### src/rtl/mt_info_sched.sv
// mt_info_sched: round-robin arbiter that feeds an in-order queue of MT info
// words (tagged with source ID), drained to one consumer over valid/ready,
// with IDLE/RUN/DRAIN sequencing reported on state_check.
module mt_info_sched #(
  parameter  int NUM_REQ = 4,
  parameter  int DEPTH   = 5,
  parameter  int DATA_W  = 32,
  localparam int SRC_W   = (NUM_REQ > 1) ? $clog2(NUM_REQ) : 1,
  localparam int CNT_W   = $clog2(DEPTH + 1)
) (
  input  logic                      clk,
  input  logic                      rst,
  input  logic                      enable,
  input  logic                      flush,
  input  logic [NUM_REQ-1:0]        req_valid,
  input  logic [NUM_REQ*DATA_W-1:0] req_data,
  output logic [NUM_REQ-1:0]        req_ready,
  output logic                      out_valid,
  input  logic                      out_ready,
  output logic [DATA_W-1:0]         out_data,
  output logic [SRC_W-1:0]          out_src,
  output logic                      WE,
  output logic                      RE,
  output logic [CNT_W-1:0]          count,
  output logic [2:0]                state_check
);

  localparam int PTR_W = $clog2(DEPTH);

  typedef enum logic [1:0] {
    ST_IDLE  = 2'd0,
    ST_RUN   = 2'd1,
    ST_DRAIN = 2'd2
  } state_e;

  typedef struct packed {
    logic [SRC_W-1:0]  src;
    logic [DATA_W-1:0] data;
  } entry_t;

  state_e           state_q, state_d;
  entry_t           mem_q [DEPTH];
  logic [PTR_W-1:0] wr_ptr_q, wr_ptr_d;
  logic [PTR_W-1:0] rd_ptr_q, rd_ptr_d;
  logic [CNT_W-1:0] count_q, count_d;
  logic [SRC_W-1:0] rr_q, rr_d;

  logic [SRC_W-1:0] scan_idx;
  logic [SRC_W-1:0] grant;
  logic             grant_found;
  logic             full;
  logic             push;
  logic             pop;
  entry_t           push_entry;

  assign full = (count_q == CNT_W'(DEPTH));

  // Round-robin search for the first valid requester at or above rr_q.
  always_comb begin
    // NOTE: every always_comb output gets a default first so no path leaves it unassigned (no latch).
    scan_idx    = '0;
    grant       = '0;
    grant_found = 1'b0;
    for (int i = 0; i < NUM_REQ; i++) begin
      scan_idx = SRC_W'((int'(rr_q) + i) % NUM_REQ);
      if (!grant_found && req_valid[scan_idx]) begin
        grant       = scan_idx;
        grant_found = 1'b1;
      end
    end
  end

  // Grant is only honoured in RUN, with room in the queue and no flush this cycle.
  assign push       = (state_q == ST_RUN) && !flush && !full && grant_found;
  assign req_ready  = push ? (NUM_REQ'(1) << grant) : '0;
  assign WE         = push;
  assign push_entry = '{src: grant, data: req_data[int'(grant)*DATA_W +: DATA_W]};

  assign out_valid   = (count_q != '0) && (state_q != ST_IDLE);
  assign pop         = out_valid && out_ready;
  assign RE          = pop;
  assign out_data    = mem_q[rd_ptr_q].data;
  assign out_src     = mem_q[rd_ptr_q].src;
  assign count       = count_q;
  assign state_check = {full, state_q};

  // Next-state for pointers, occupancy and the round-robin pointer.
  always_comb begin
    wr_ptr_d = wr_ptr_q;
    rd_ptr_d = rd_ptr_q;
    count_d  = count_q;
    rr_d     = rr_q;
    if (push) begin
      wr_ptr_d = (wr_ptr_q == PTR_W'(DEPTH - 1)) ? '0 : wr_ptr_q + 1'b1;
      rr_d     = (grant == SRC_W'(NUM_REQ - 1)) ? '0 : grant + 1'b1;
    end
    if (pop) begin
      rd_ptr_d = (rd_ptr_q == PTR_W'(DEPTH - 1)) ? '0 : rd_ptr_q + 1'b1;
    end
    case ({push, pop})
      2'b10:   count_d = count_q + 1'b1;
      2'b01:   count_d = count_q - 1'b1;
      default: count_d = count_q;
    endcase
  end

  // Sequencing: accept in RUN, empty the queue in DRAIN, park in IDLE.
  always_comb begin
    state_d = state_q;
    case (state_q)
      ST_IDLE:  if (enable && !flush)          state_d = ST_RUN;
      ST_RUN:   if (flush || !enable)          state_d = ST_DRAIN;
      ST_DRAIN: if ((count_q == '0) && !pop)   state_d = ST_IDLE;
      default:                                 state_d = ST_IDLE;
    endcase
  end

  // Control registers with synchronous reset; queue contents are discarded by zeroing count.
  always_ff @(posedge clk) begin
    // NOTE: sequential state uses non-blocking assignments so all registers update together.
    if (rst) begin
      state_q  <= ST_IDLE;
      wr_ptr_q <= '0;
      rd_ptr_q <= '0;
      count_q  <= '0;
      rr_q     <= '0;
    end else begin
      state_q  <= state_d;
      wr_ptr_q <= wr_ptr_d;
      rd_ptr_q <= rd_ptr_d;
      count_q  <= count_d;
      rr_q     <= rr_d;
    end
  end

  // Queue storage write on push.
  always_ff @(posedge clk) begin
    // NOTE: storage is not reset; count_q==0 already marks every entry invalid.
    if (push) begin
      mem_q[wr_ptr_q] <= push_entry;
    end
  end

  a_ready_onehot: assert property (@(posedge clk) disable iff (rst) $onehot0(req_ready));
  a_count_bound:  assert property (@(posedge clk) disable iff (rst) count_q <= CNT_W'(DEPTH));
  a_no_pop_empty: assert property (@(posedge clk) disable iff (rst) !(RE && (count_q == '0)));

endmodule

### config.mk
export PLATFORM = sky130hd
export DESIGN_NAME = mt_info_sched
export DESIGN_NICKNAME = d
export VERILOG_FILES = /design/src/rtl/mt_info_sched.sv
export SDC_FILE = /design/constraint.sdc
export NUM_CORES = 1
export LEC_CHECK = 0
export ABC_CLOCK_PERIOD_IN_PS = 11450
export CORE_MARGIN = 1.5
export CORE_UTILIZATION = 30
export CTS_BUF_LIST = sky130_fd_sc_hd__clkbuf_8
export CTS_CLUSTER_SIZE = 28
export DETAILED_ROUTE_END_ITERATION = 12
export DONT_BUFFER_PORTS = 1
export PLACE_DENSITY = 0.43
export REMOVE_ABC_BUFFERS = 1
export SLEW_MARGIN = 20
export SYNTH_ARGS = -nofsm -noshare
export SYNTH_HDL_FRONTEND = slang
export SYNTH_SLANG_ARGS = --single-unit
export TNS_END_PERCENT = 1
### constraint.sdc
create_clock -name clk -period 11.45 [get_ports clk]
set_input_delay 3.435 -clock clk [delete_from_list [all_inputs] [get_ports clk]]
set_output_delay 3.435 -clock clk [all_outputs]
set_load 0.02 [all_outputs]
## Word-level counts from Yosys, hierarchy flattened

Memories as Yosys holds them, arrays and structs flattened. A register that Yosys moved wholly into a read port is not among the register bits.
Index checks and enable logic that the tools add are counted.

- Register bits: 13
- RAM bits: 170
- Input bits: 137
- Output and inout bits: 47
- Logic and storage cells: 84
- Memories: 1

Memory list:

| memory | depth | bits a word | read ports | clocked after Yosys merged registers in | write ports | line | RTL |
|---|---|---|---|---|---|---|---|
| mem_q | 5 | 34 | 1 | 1 | 1 | 42 | `entry_t mem_q [DEPTH];` |

- Add/subtract/negate cells: 8
- Order comparisons: 4
- Eq/ne operators: 11
- Shifts and indexed selects: 2
- Muxes and demuxes: 29
- Reduce and logical (&&, ||, !) cells: 24

Operators with widths:

| operator | number |
|---|---|
| $shiftx A128 B8 Y32 | 1 |
| $mux W2 | 8 |
| $lt A2 B3 Y1 const B | 4 |
| $mux W3 | 4 |
| $logic_and A1 B1 Y1 | 10 |
| $mux W1 | 10 |
| $add A3 B1 Y3 const B | 3 |
| $eq A3 B3 Y1 const B | 3 |
| $bmux W1 S2 | 4 |
| $logic_not A1 Y1 | 7 |
| $eq A2 B2 Y1 const B | 3 |
| $pmux W2 S3 | 1 |
| $pmux W3 S2 | 1 |
| $add A2 B1 Y2 const B | 2 |
| $add A2 B2 Y2 const B | 2 |
| $eq A2 B1 Y1 const B | 2 |
| $mux W4 | 1 |
| $ne A2 B2 Y1 const B | 2 |
| $reduce_bool A2 Y1 | 2 |
| $shl A1 B2 Y4 const A | 1 |
| $logic_not A3 Y1 | 1 |
| $reduce_and A3 Y1 | 1 |
| $reduce_bool A3 Y1 | 1 |
| $sub A3 B1 Y3 const B | 1 |
| 3 further kinds | 3 |

## Depth between registers and ports, before layout

- Depth in word-level cells: 15
- Gate-level depth with buffers: 10
- Depth with buffers taken out: 10

## Worst setup path before layout

OpenSTA, ideal clock, no wires.

- Path kind: input to output
- Start: input port req_valid[2]
- End: output port req_ready[2]
- Data arrival time: 4.722 ns
- Required time: 8.015 ns
- Path slack: 3.293 ns
- Stages: 8
- Path buffers: 2
- Path through: mux2i_1 nor2_1 a311oi_4 buf_6 buf_8 inv_1 ha_1 and2_1

- Word-level cells in the longest chain between the ends: 14
- Elaborated cells between the ends (all ways): 25
- Classes of those cells: shift: 1; mux: 17; reduce/logical: 7

RTL lines:

| what | line | RTL |
|---|---|---|
| start: declaration | 15 | `input logic [NUM_REQ-1:0] req_valid,` |
| $bmux W1 S2 | 66 | `if (!grant_found && req_valid[scan_idx]) begin` |
| $mux W1 (implied by the code) | 66 |  |
| $mux W1 | 66 |  |
| $logic_not A1 Y1 | 66 |  |
| $logic_and A1 B1 Y1 | 66 |  |
| $mux W1 | 66 |  |
| $logic_not A1 Y1 | 66 |  |
| $logic_and A1 B1 Y1 | 66 |  |
| $mux W1 | 66 |  |
| $logic_not A1 Y1 | 66 |  |
| $logic_and A1 B1 Y1 | 66 |  |
| $mux W2 (*) | 66 |  |
| net grant[0] | 49 | `logic [SRC_W-1:0] grant;` |
| $shl A1 B2 Y4 (*) | 75 | `assign req_ready = push ? (NUM_REQ'(1) << grant) : '0;` |
| $mux W4 (*) | 75 |  |
| end: declaration | 17 | `output logic [NUM_REQ-1:0] req_ready,` |

The timed path passes the listed nets; every way through them passes the cells marked *. The select of a mux whose other input is x is not followed.

## Worst setup path in the final report

- Start: input port req_valid[0]
- End: output port req_ready[1]

Same word-level chain as after synthesis.

==> results.toml <==
[sta]
worst_hold_slack_ns = 0.4889
rsz0062_at_grt = "false"
finalHoldViolCount = 0
finalWorstSetupSlack_ns = 2.945
count_of_pins_over_their_slew_limit = 0
worst_slew_pin_slew_ns = 0.8085
fin_worst_skew_ns = 0.01477
setup_viol = 0
setup-tns-final_ns = 0
fmaxAchievable_mhz = 117.6
maxSlewHeadroom_pct = 46.10
fin_crit_ns = 8.505
min_period_over_period_pct = 74.28

[synth]
ys.flop_type = "sky130_fd_sc_hd__edfxtp_1"
netlist_instances = 467
synth_top_area_share_pct = 61.71
synthTopCellsByArea = "sky130_fd_sc_hd__edfxtp_1 62%, sky130_fd_sc_hd__mux2i_1 12%, sky130_fd_sc_hd__mux4_2 9.3%, sky130_fd_sc_hd__mux2_2 4.6%, sky130_fd_sc_hd__dfxtp_1 3.9%"
synth_sequential_area_ratio_pct = 65.58
fraction_of_registers_with_async_set_or_reset_after_synthesis_pct = 0
postSynthRegisterBits = 186
synthesized_area_per_cell_sq_um = 17.72
synth_warnings = 0
synth_cell_types = 36
synth_enable_flop_cells = 170
syn_area_sq_um = 8273
largest_area_contributor_in_the_netlist = "sky130_fd_sc_hd__edfxtp_1"

[worst_hold_path]
hold_class = "flop to flop"

[power_and_ir_drop]
power.density_nw_per_um2 = 139.8
vdd.ir_drop.worst_v = 0.00006911
cellLeakagePower_nw = 2.965
p_total_mw = 1.261

[floorplan]
start_util_pct = 30.61
core_area_sq_um = 27030
io-pin-count = 184
die_h_um = 169.1
die_area_sq_um = 28580
die_width_um = 169.1
floorplan.rows = 60

[routing]
drt-wirelength-per-cell_um = 20.65
dr.first_iter.drc_count = 270
avgViaCountPerCell = 4.942
first_pass_iters = 4
totalWireLength_um = 16990
drt_drc_violations_left = 0
vias = 4067
antenna_violating_nets_post_route = 0

[grt]
grt_util_met2_pct = 20.32
groute.layer.met3.usage_pct = 4.045
grt_max_degree = 51
grt_antenna_before_repair = 0
use_met1_pct = 15.51
globalRouteTotalUtil_pct = 12.29
most_used_routing_layer_in_global_routing = "met2"
grt_pass1_wl_um = 25260
via_count_of_the_first_global_routing_pass = 4251
grt_overflow_total = 0

[setup_path]
critPathSlowestCell = "sky130_fd_sc_hd__buf_4"
timing.critical_path.max_delay_family = "buffers and inverters"
cp.buffers_inverters = 2
crit_chain = "a21oi_1 > o21ai_0 > o2bb2a_1 > inv_2 > buf_4 > ha_1 > and2_1"
critical_path_class = "primary input to output port"
start_kind = "primary input"
critPathCaptureType = "output port"
worst-endpoint-required_ns = 8.02
worstPathArrival_ns = 5.07
critPathMaxStageDelay_ns = 0.53
biggest_fanout_along_the_worst_timing_path = 34

[place]
dp_hpwl_um = 9639
globalplace.congestion = 0.6506
buffer_ports.inserted = 0
placement.cell_area_sq_um = 8636
pre_cts_ws_ns = 2.898

[clock_tree]
h-tree-depth = 4
ctsLongestPathBuffers = 2
clock_tree.root_cell = "sky130_fd_sc_hd__clkbuf_8"
path_clk_slew_ns = 0.10
worst_skew_pair.late_latency_ns = 0.46
cts_hold_repair.buffers = 0
clock_sink_count = 186
cts_resized = 0
tritoncts_clock_tree = "built"
numCtsBuffers = 17
postCtsSetupBuffers = 0

[layout]
layout.cells.most_common = "sky130_fd_sc_hd__edfxtp_1"
most-common-layout-cells = "170 x sky130_fd_sc_hd__edfxtp_1, 97 x sky130_fd_sc_hd__mux2i_1, 34 x sky130_fd_sc_hd__mux4_2, 34 x sky130_fd_sc_hd__mux2_2, 17 x sky130_fd_sc_hd__clkbuf_8"
num_antenna_cells = 0
finish.instance_area_sq_um = 9017
layout_cell_share_with_drive_strength_beyond_1_pct = 24.69
area_growth_syn_to_layout_pct = 8.999
fillers = 2592
layout.nets = 616
register_area_sq_um = 5436
multi_input_area_sq_um = 2666

[run_status]
outcome = "complete, no violations"

[flow_run]
max-cap-violations = 0
-- cell families (layout without fill, tap and decap cells) --
group           Yosys count  in the layout  share of synthesized area [%]
simple gates             45             45                          2.828
compound gates           21             21                          1.634
flops                   186            186                          65.58
buf+inv                  38             53                          2.526
mux                     165            165                          25.62
fa+ha+maj                10             10                          1.603
xor+xnor                  2              2                         0.2118
-- per-stage QoR --
| step | cells | util, % |
|---|---|---|
| floorplan | 442 | - |
| global placement | 791 | 31.94 |
| detailed placement | 791 | 31.95 |
| CTS | 823 | 33.36 |
| global route | 823 | 33.37 |
| finish | 823 | 33.37 |
-- Yosys cell counts (2+ instances only) --
master / count
sky130_fd_sc_hd__o21ai_0: 4
sky130_fd_sc_hd__xor2_1: 2
sky130_fd_sc_hd__mux2_2: 34
sky130_fd_sc_hd__edfxtp_1: 170
sky130_fd_sc_hd__and2_1: 4
sky130_fd_sc_hd__a21oi_1: 14
sky130_fd_sc_hd__buf_4: 3
sky130_fd_sc_hd__mux4_2: 34
sky130_fd_sc_hd__nand2_1: 9
sky130_fd_sc_hd__inv_1: 11
sky130_fd_sc_hd__ha_1: 9
sky130_fd_sc_hd__nor3_1: 2
sky130_fd_sc_hd__buf_2: 8
sky130_fd_sc_hd__mux2i_1: 97
sky130_fd_sc_hd__nand2b_1: 2
sky130_fd_sc_hd__nor2_1: 13
sky130_fd_sc_hd__clkbuf_1: 7
sky130_fd_sc_hd__dfxtp_1: 16
sky130_fd_sc_hd__or3_1: 2
sky130_fd_sc_hd__nand3_1: 2
sky130_fd_sc_hd__nor4_1: 4
sky130_fd_sc_hd__buf_1: 2
sky130_fd_sc_hd__inv_2: 2
sky130_fd_sc_hd__buf_8: 3
sky130_fd_sc_hd__nand4b_1: 2
-- layout make-up --
class,instances,share of cell area [%]
flip-flops and latches,186,60.29
well taps,341,4.732
multi-input cells,243,29.57
clock buffers,17,2.595
repair buffers,8,0.6660
inverters,13,0.5411
clock inverters,15,1.610
-- layer usage --
layer  part of all wire (%)  vias to the layer above
li1                       -                     1847
met1                     44                     2076
met2                     49                      135
met3                    6.0                        9
met4                    1.0                        0
met5                      0                        -
-- registers in the layout, summed over array words and instances, names as in the netlist, named ones only --
name      cells
count         3
wr_ptr_q      3
state_q       2
mem_q       170
rr_q          2
rd_ptr_q      3
-- power breakdown --
| part | internal (mW) | switching (mW) | total [mW] |
|---|---|---|---|
| registers | 0.757 | 0.00271 | 0.759 |
| logic | 0.0317 | 0.0510 | 0.0827 |
| clock network | 0.163 | 0.256 | 0.418 |
-- worst paths after layout --
path / slack, ns / cells after the start / startpoint / to
max: 2.94 / 7 / req_valid[0] / req_ready[1]
min: 0.49 / 2 / rr_q[0]$_SDFFE_PP0P_ / rr_q[0]$_SDFFE_PP0P_
max reg2reg: 8.48 / 10 / count[0]$_SDFFE_PP0P_ / count[2]$_SDFFE_PP0P_
min reg2reg: 0.49 / 2 / rr_q[0]$_SDFFE_PP0P_ / rr_q[0]$_SDFFE_PP0P_
-- tightest hold or removal path, delay by kind of cell, from the launching register on --
| kind | cells | cell delay (ns) |
|---|---|---|
| AND/OR/NAND/NOR | 1 | 0.06 |
| flip-flops | 1 | 0.34 |
| AO/OA/AOI/OAI | 1 | 0.05 |
Power figures use the tool's default switching activity.
